[config.mk]
export PLATFORM = sky130hd
export DESIGN_NAME = iter_div_unit
export DESIGN_NICKNAME = d
export VERILOG_FILES = /design/src/rtl/iter_div_unit.sv
export SDC_FILE = /design/constraint.sdc
export NUM_CORES = 1
export LEC_CHECK = 0
export ABC_AREA = 1
export BUFFER_PORTS_ARGS = -buffer_cell sky130_fd_sc_hd__clkbuf_2
export CORE_ASPECT_RATIO = 0.75
export CORE_MARGIN = 3
export CORE_UTILIZATION = 45
export DETAILED_ROUTE_END_ITERATION = 16
export SKIP_CTS_REPAIR_TIMING = 1
export SLEW_MARGIN = 15
export SYNTH_ARGS = -nofsm -noshare
export SYNTH_HDL_FRONTEND = slang
export SYNTH_SLANG_ARGS = --single-unit
[constraint.sdc]
create_clock -name clk -period 12.6 [get_ports clk]
set_input_delay 1.26 -clock clk [delete_from_list [all_inputs] [get_ports clk]]
set_output_delay 1.26 -clock clk [all_outputs]
set_load 0.1 [all_outputs]
[src/rtl/iter_div_unit.sv]
// iter_div_unit: multi-cycle radix-2 restoring integer divider for the EX stage.
// Handles signed/unsigned quotient and remainder with a fixed latency of WIDTH
// cycles, a valid/ready handshake on both sides, a tag pass-through and a flush.
module iter_div_unit #(
  parameter int WIDTH = 32,
  parameter int TAG_W = 8
) (
  input  logic             clk,
  input  logic             reset,
  input  logic             flush,
  input  logic             in_valid,
  output logic             in_ready,
  input  logic [1:0]       in_op,
  input  logic [WIDTH-1:0] in_dividend,
  input  logic [WIDTH-1:0] in_divisor,
  input  logic [TAG_W-1:0] in_tag,
  output logic             out_valid,
  input  logic             out_ready,
  output logic [WIDTH-1:0] out_result,
  output logic [WIDTH-1:0] out_quotient,
  output logic [WIDTH-1:0] out_remainder,
  output logic [TAG_W-1:0] out_tag,
  output logic             busy
);

  localparam int               CNT_W    = $clog2(WIDTH + 1);
  localparam logic [CNT_W-1:0] CNT_INIT = CNT_W'(WIDTH);
  localparam logic [CNT_W-1:0] CNT_LAST = CNT_W'(1);

  localparam logic [1:0] ST_IDLE = 2'd0;
  localparam logic [1:0] ST_BUSY = 2'd1;
  localparam logic [1:0] ST_DONE = 2'd2;

  logic [1:0]       state;
  logic [CNT_W-1:0] cnt;
  logic             sel_rem_q;   // latched in_op[0]: result port shows remainder
  logic             quo_neg_q;   // negate magnitude quotient at the end
  logic             rem_neg_q;   // negate magnitude remainder at the end
  logic             zero_q;      // divisor was zero
  logic [TAG_W-1:0] tag_q;
  logic [WIDTH-1:0] dvd_orig_q;  // raw dividend, returned as remainder on divide by zero
  logic [WIDTH-1:0] dsr_q;       // |divisor|
  logic [WIDTH-1:0] rem_q;       // partial remainder
  logic [WIDTH-1:0] quo_q;       // dividend bits shifting out, quotient bits shifting in

  logic             accept;
  logic             last_iter;
  logic             is_signed;
  logic             dvd_neg;
  logic             dsr_neg;
  logic [WIDTH-1:0] dvd_abs;
  logic [WIDTH-1:0] dsr_abs;
  logic [WIDTH:0]   shifted;
  logic [WIDTH:0]   trial;
  logic             trial_ok;
  logic [WIDTH-1:0] rem_nxt;
  logic [WIDTH-1:0] quo_nxt;
  logic [WIDTH-1:0] fin_quo;
  logic [WIDTH-1:0] fin_rem;

  assign in_ready  = (state == ST_IDLE);
  assign out_valid = (state == ST_DONE);
  assign busy      = (state != ST_IDLE);
  // A flush in the same cycle as a request wins: the request is dropped.
  assign accept    = in_valid && in_ready && !flush;
  assign last_iter = (state == ST_BUSY) && (cnt == CNT_LAST);

  // Operand conditioning: magnitudes for signed ops; |MIN| wraps to 2^(WIDTH-1) unsigned.
  always_comb begin
    // NOTE: every output of a combinational block gets a value on every path, so no latch is inferred.
    is_signed = ~in_op[1];
    dvd_neg   = is_signed & in_dividend[WIDTH-1];
    dsr_neg   = is_signed & in_divisor[WIDTH-1];
    dvd_abs   = dvd_neg ? -in_dividend : in_dividend;
    dsr_abs   = dsr_neg ? -in_divisor  : in_divisor;
  end

  // One restoring step plus the sign fixup applied when the last step completes.
  always_comb begin
    shifted  = {rem_q, quo_q[WIDTH-1]};
    trial    = shifted - {1'b0, dsr_q};
    // rem_q < divisor, so a set top bit in shifted always beats the divisor;
    // otherwise the borrow shows up in the top bit of the (WIDTH+1)-bit trial.
    trial_ok = shifted[WIDTH] | ~trial[WIDTH];
    rem_nxt  = trial_ok ? trial[WIDTH-1:0] : shifted[WIDTH-1:0];
    quo_nxt  = {quo_q[WIDTH-2:0], trial_ok};
    if (zero_q) begin
      fin_quo = '1;
      fin_rem = dvd_orig_q;
    end else begin
      fin_quo = quo_neg_q ? -quo_nxt : quo_nxt;
      fin_rem = rem_neg_q ? -rem_nxt : rem_nxt;
    end
  end

  // Control FSM: flush overrides everything except reset.
  always_ff @(posedge clk or posedge reset) begin
    // NOTE: sequential state uses non-blocking assignments so every flop samples pre-edge values.
    if (reset) begin
      state <= ST_IDLE;
    end else if (flush) begin
      state <= ST_IDLE;
    end else begin
      case (state)
        ST_IDLE: if (accept)    state <= ST_BUSY;
        ST_BUSY: if (last_iter) state <= ST_DONE;
        ST_DONE: if (out_ready) state <= ST_IDLE;
        default:                state <= ST_IDLE;
      endcase
    end
  end

  // Datapath: latch operands on accept, then one shift/subtract per BUSY cycle.
  always_ff @(posedge clk or posedge reset) begin
    if (reset) begin
      cnt        <= '0;
      sel_rem_q  <= 1'b0;
      quo_neg_q  <= 1'b0;
      rem_neg_q  <= 1'b0;
      zero_q     <= 1'b0;
      tag_q      <= '0;
      dvd_orig_q <= '0;
      dsr_q      <= '0;
      rem_q      <= '0;
      quo_q      <= '0;
    end else if (accept) begin
      cnt        <= CNT_INIT;
      sel_rem_q  <= in_op[0];
      quo_neg_q  <= dvd_neg ^ dsr_neg;
      rem_neg_q  <= dvd_neg;
      zero_q     <= (in_divisor == '0);
      tag_q      <= in_tag;
      dvd_orig_q <= in_dividend;
      dsr_q      <= dsr_abs;
      rem_q      <= '0;
      quo_q      <= dvd_abs;
    end else if (state == ST_BUSY && !flush) begin
      cnt        <= cnt - 1'b1;
      rem_q      <= rem_nxt;
      quo_q      <= quo_nxt;
    end
  end

  // Result registers: loaded on DONE entry, held otherwise; a flush discards the result.
  always_ff @(posedge clk or posedge reset) begin
    if (reset) begin
      out_quotient  <= '0;
      out_remainder <= '0;
      out_result    <= '0;
      out_tag       <= '0;
    end else if (last_iter && !flush) begin
      out_quotient  <= fin_quo;
      out_remainder <= fin_rem;
      out_result    <= sel_rem_q ? fin_rem : fin_quo;
      out_tag       <= tag_q;
    end
  end

endmodule

==> flow_summary.yaml <==
status:
  status: "finished, violations left"
  violations: "antenna rules"
floorplanning:
  dieArea_um2: 39200
  die_w_um: 227
  initial_core_util_pct: 45.9
  die_h_um: 172
  ios: 186
  rows: 60
  core-area_um2: 36100
detailed_routing:
  first_pass_iters: 5
  wirelength_mm: 63.2
  wl_met1_mm: 31.0
  route.met2.wl_mm: 22.7
  wire_per_inst_um: 20.3
  vias_per_cell: 5.45
  drtIter0Drc: 2113
  drc: 0
  dr.max_layer_used: "met5"
  ant_nets: 1
  met3_length_mm: 8.45
  via_count: 16973
sta:
  fin_crit_sh_pct: 41.5
  finClkSkew_ns: 0.0125
  fmax_ghz: 0.191
  slew_viol_final: 0
  fin_crit_ns: 5.24
  setup_viol: 0
  rsz0062_at_grt: "false"
  worst_pin_slew_ns: 1.08
  slew_headroom_pct: 27.3
  fin_tns_setup_ns: 0
  final_hold_viol_count: 0
finish:
  areaGrowthSynthToFinish_pct: 13.4
  fill_cells: 3727
  drive_above_1_share_pct: 12.2
  fin_nets: 2714
global_route:
  grt_pass1_wl_mm: 93.7
  gr-total-overflow: 0
  grt_pass1_vias: 15048
  grtUsageTotal_pct: 31.9
  grt_antenna_before_repair: 2
  grt_max_degree: 139
place:
  post-dp-hpwl_mm: 48.7
  io_buffers: 185
  gp_congestion: 0.960
logic_synthesis:
  synth_area_leaders: "dfrtp_1 38%, nand2_1 19%, inv_1 6.7%, nand3_1 6.1%, o21ai_0 5.8%"
  synth_nets: 2581
  syn_area_um2: 16600
  synthFlopType: "dfrtp_1"
  avgSynthCellArea_um2: 6.72
  yosysTopAreaCell: "dfrtp_1"
  yosysSeqAreaShare_pct: 38.1
  synth_edf_count: 0
  yosysWarnings: 0
  synth_seq_cells: 252
  yosysTopAreaCellShare_pct: 38.1
  synth.distinct_cells: 51
  syn-instance-count: 2463
  synthArstFlopShare_pct: 100
cts:
  cts_tree: "built"
  clock-sinks: 252
  cts-root-buf: "clkbuf_16"
  cts_buffers: 28
  clk_pin_slew_ns: 0.07
  cts_buffer_depth: 3
  clk_latency_ns: 0.57
  h-tree-depth: 1
run:
  maxCapViolCount: 0
critical_path:
  cpMaxStageDelayCell: "a21oi_4"
  crit_top_cell: "nand2_1"
  max_stage_delay_ns: 0.46
  cp.arrival_ns: 5.69
  start_kind: "flip-flop"
  worstPathRequired_ns: 13.06
  end_kind: "flip-flop"
  worst-path-buf-inv: 4
  crit_path_max_fanout: 43
  cpLargestDelayFamily: "simple AND/OR/NAND/NOR gates"
  path_class: "reg2reg"
hold_path:
  hold_path_class: "reg2reg"
[worst paths after layout]
kind	start	endpoint	slack, ns	depth (start not counted)
max in group asynchronous	reset	dsr_q[13]$_DFFE_PP0P_	10.49	3
worst max-delay path	rem_q[17]$_DFFE_PP0P_	out_result[28]$_DFFE_PP0P_	7.36	28
worst min register to register	out_quotient[19]$_DFFE_PP0P_	out_quotient[19]$_DFFE_PP0P_	0.48	2
worst max register to register	rem_q[17]$_DFFE_PP0P_	out_result[28]$_DFFE_PP0P_	7.36	28
worst min-delay path	out_quotient[19]$_DFFE_PP0P_	out_quotient[19]$_DFFE_PP0P_	0.48	2
min in group asynchronous	reset	out_tag[5]$_DFFE_PP0P_	0.81	2
[per-layer routing]
metal	track usage, %	vias to the layer above
met5	0	-
met4	5.07	2
met3	12.3	66
met2	39.5	755
met1	51.5	7975
li1	-	8175
[state kept, by name (all words and copies together) (netlist names)]
register	count
dsr_q	32
dvd_orig_q	32
out_quotient	32
out_remainder	32
out_result	32
quo_q	32
rem_q	32
out_tag	8
tag_q	8
cnt	6
state	2
quo_neg_q	1
rem_neg_q	1
sel_rem_q	1
zero_q	1
[synth_stat cells, types with 2 or more instances]
library cell  instances
a41oi_1               3
and2_1                2
o31ai_1               5
nor3_1               27
nor2_4                2
a31oi_1              21
a22o_1                2
buf_2                 7
xnor2_1               4
a311o_1               2
nand3b_1             10
ha_1                 38
nand2_2              22
o21ai_1              17
nand2_1             832
o21ai_0             193
o22ai_1              13
clkbuf_1             69
o21bai_1              7
inv_1               294
o311ai_0              6
a21oi_1              43
o21ai_2               3
xor2_1               39
nand4_1              30
nor2_1              209
nand2_4               2
a21oi_2               2
buf_1                15
o211ai_1             18
nand3_1             202
o221ai_1              5
nor2_2                8
buf_6                 5
or2_2                 3
and3_1                2
inv_2                14
dfrtp_1             252
nor4_1               10
nor3_2                9
o21a_1                2
a22oi_1               5
[worst reg2reg max path, delay by kind of cell, from the launching register on]
kind,cells,cell delay (ns)
AO/OA/AOI/OAI,2,0.67
adder cells (fa/ha/maj),2,0.60
buffers and inverters,4,0.61
flip-flops,1,0.41
AND/OR/NAND/NOR,20,2.81
[through the flow]
| stage | setup slack [ns] | util, % | instances | area [um^2] | hold slack [ns] |
|---|---|---|---|---|---|
| floorplan | 4.41 | - | 2463 | 16600 | 0.444 |
| CTS | 7.50 | 51.9 | 3111 | 18800 | 0.482 |
| detailed placement | 7.53 | 49.4 | 3062 | 17800 | 0.467 |
| global route | 6.77 | 51.9 | 3111 | 18800 | 0.495 |
| finish | 7.36 | 52.0 | 3116 | 18800 | 0.480 |
| global placement | 7.61 | 49.4 | 3062 | 17800 | 0.460 |
[cell usage in the layout (no fill, tap or decap), types with 13 or more instances in the layout]
master     count
o211ai_1      18
nand2_1      832
ha_1          38
nor3_1        26
o21ai_0      193
buf_4         14
nand4_1       30
nand2_2       22
a31oi_1       21
xor2_1        39
clkbuf_2     185
dfrtp_1      252
o21ai_1       17
nand3_1      201
a21oi_1       43
o22ai_1       13
inv_1        290
inv_2         14
clkbuf_16     29
nor2_1       207
[layout make-up]
type	count	area (um^2)	area share, %
inverter	308	1160	6.21
timing repair buffer	200	1050	5.60
antenna	5	12.5	0.0667
clock inverter	12	124	0.660
multi-input combinational	1806	8700	46.3
sequential	252	6310	33.6
tap	496	621	3.31
clock buffer	37	796	4.24
[cells by family (layout without fill, tap and decap cells)]
family,count (synthesis),count (layout),share of synthesized area (%)
buffers and inverters,405,557,9.56
AND/OR/NAND/NOR,1374,1374,35.0
adder cells (fa/ha/maj),39,39,2.99
flip-flops,252,252,38.1
other,0,5,0
AO/OA/AOI/OAI,350,350,12.1
XOR/XNOR,43,43,2.27
Power is not shown: default switching activity piles up to over one toggle a cycle in this logic, so the estimate is an artifact.
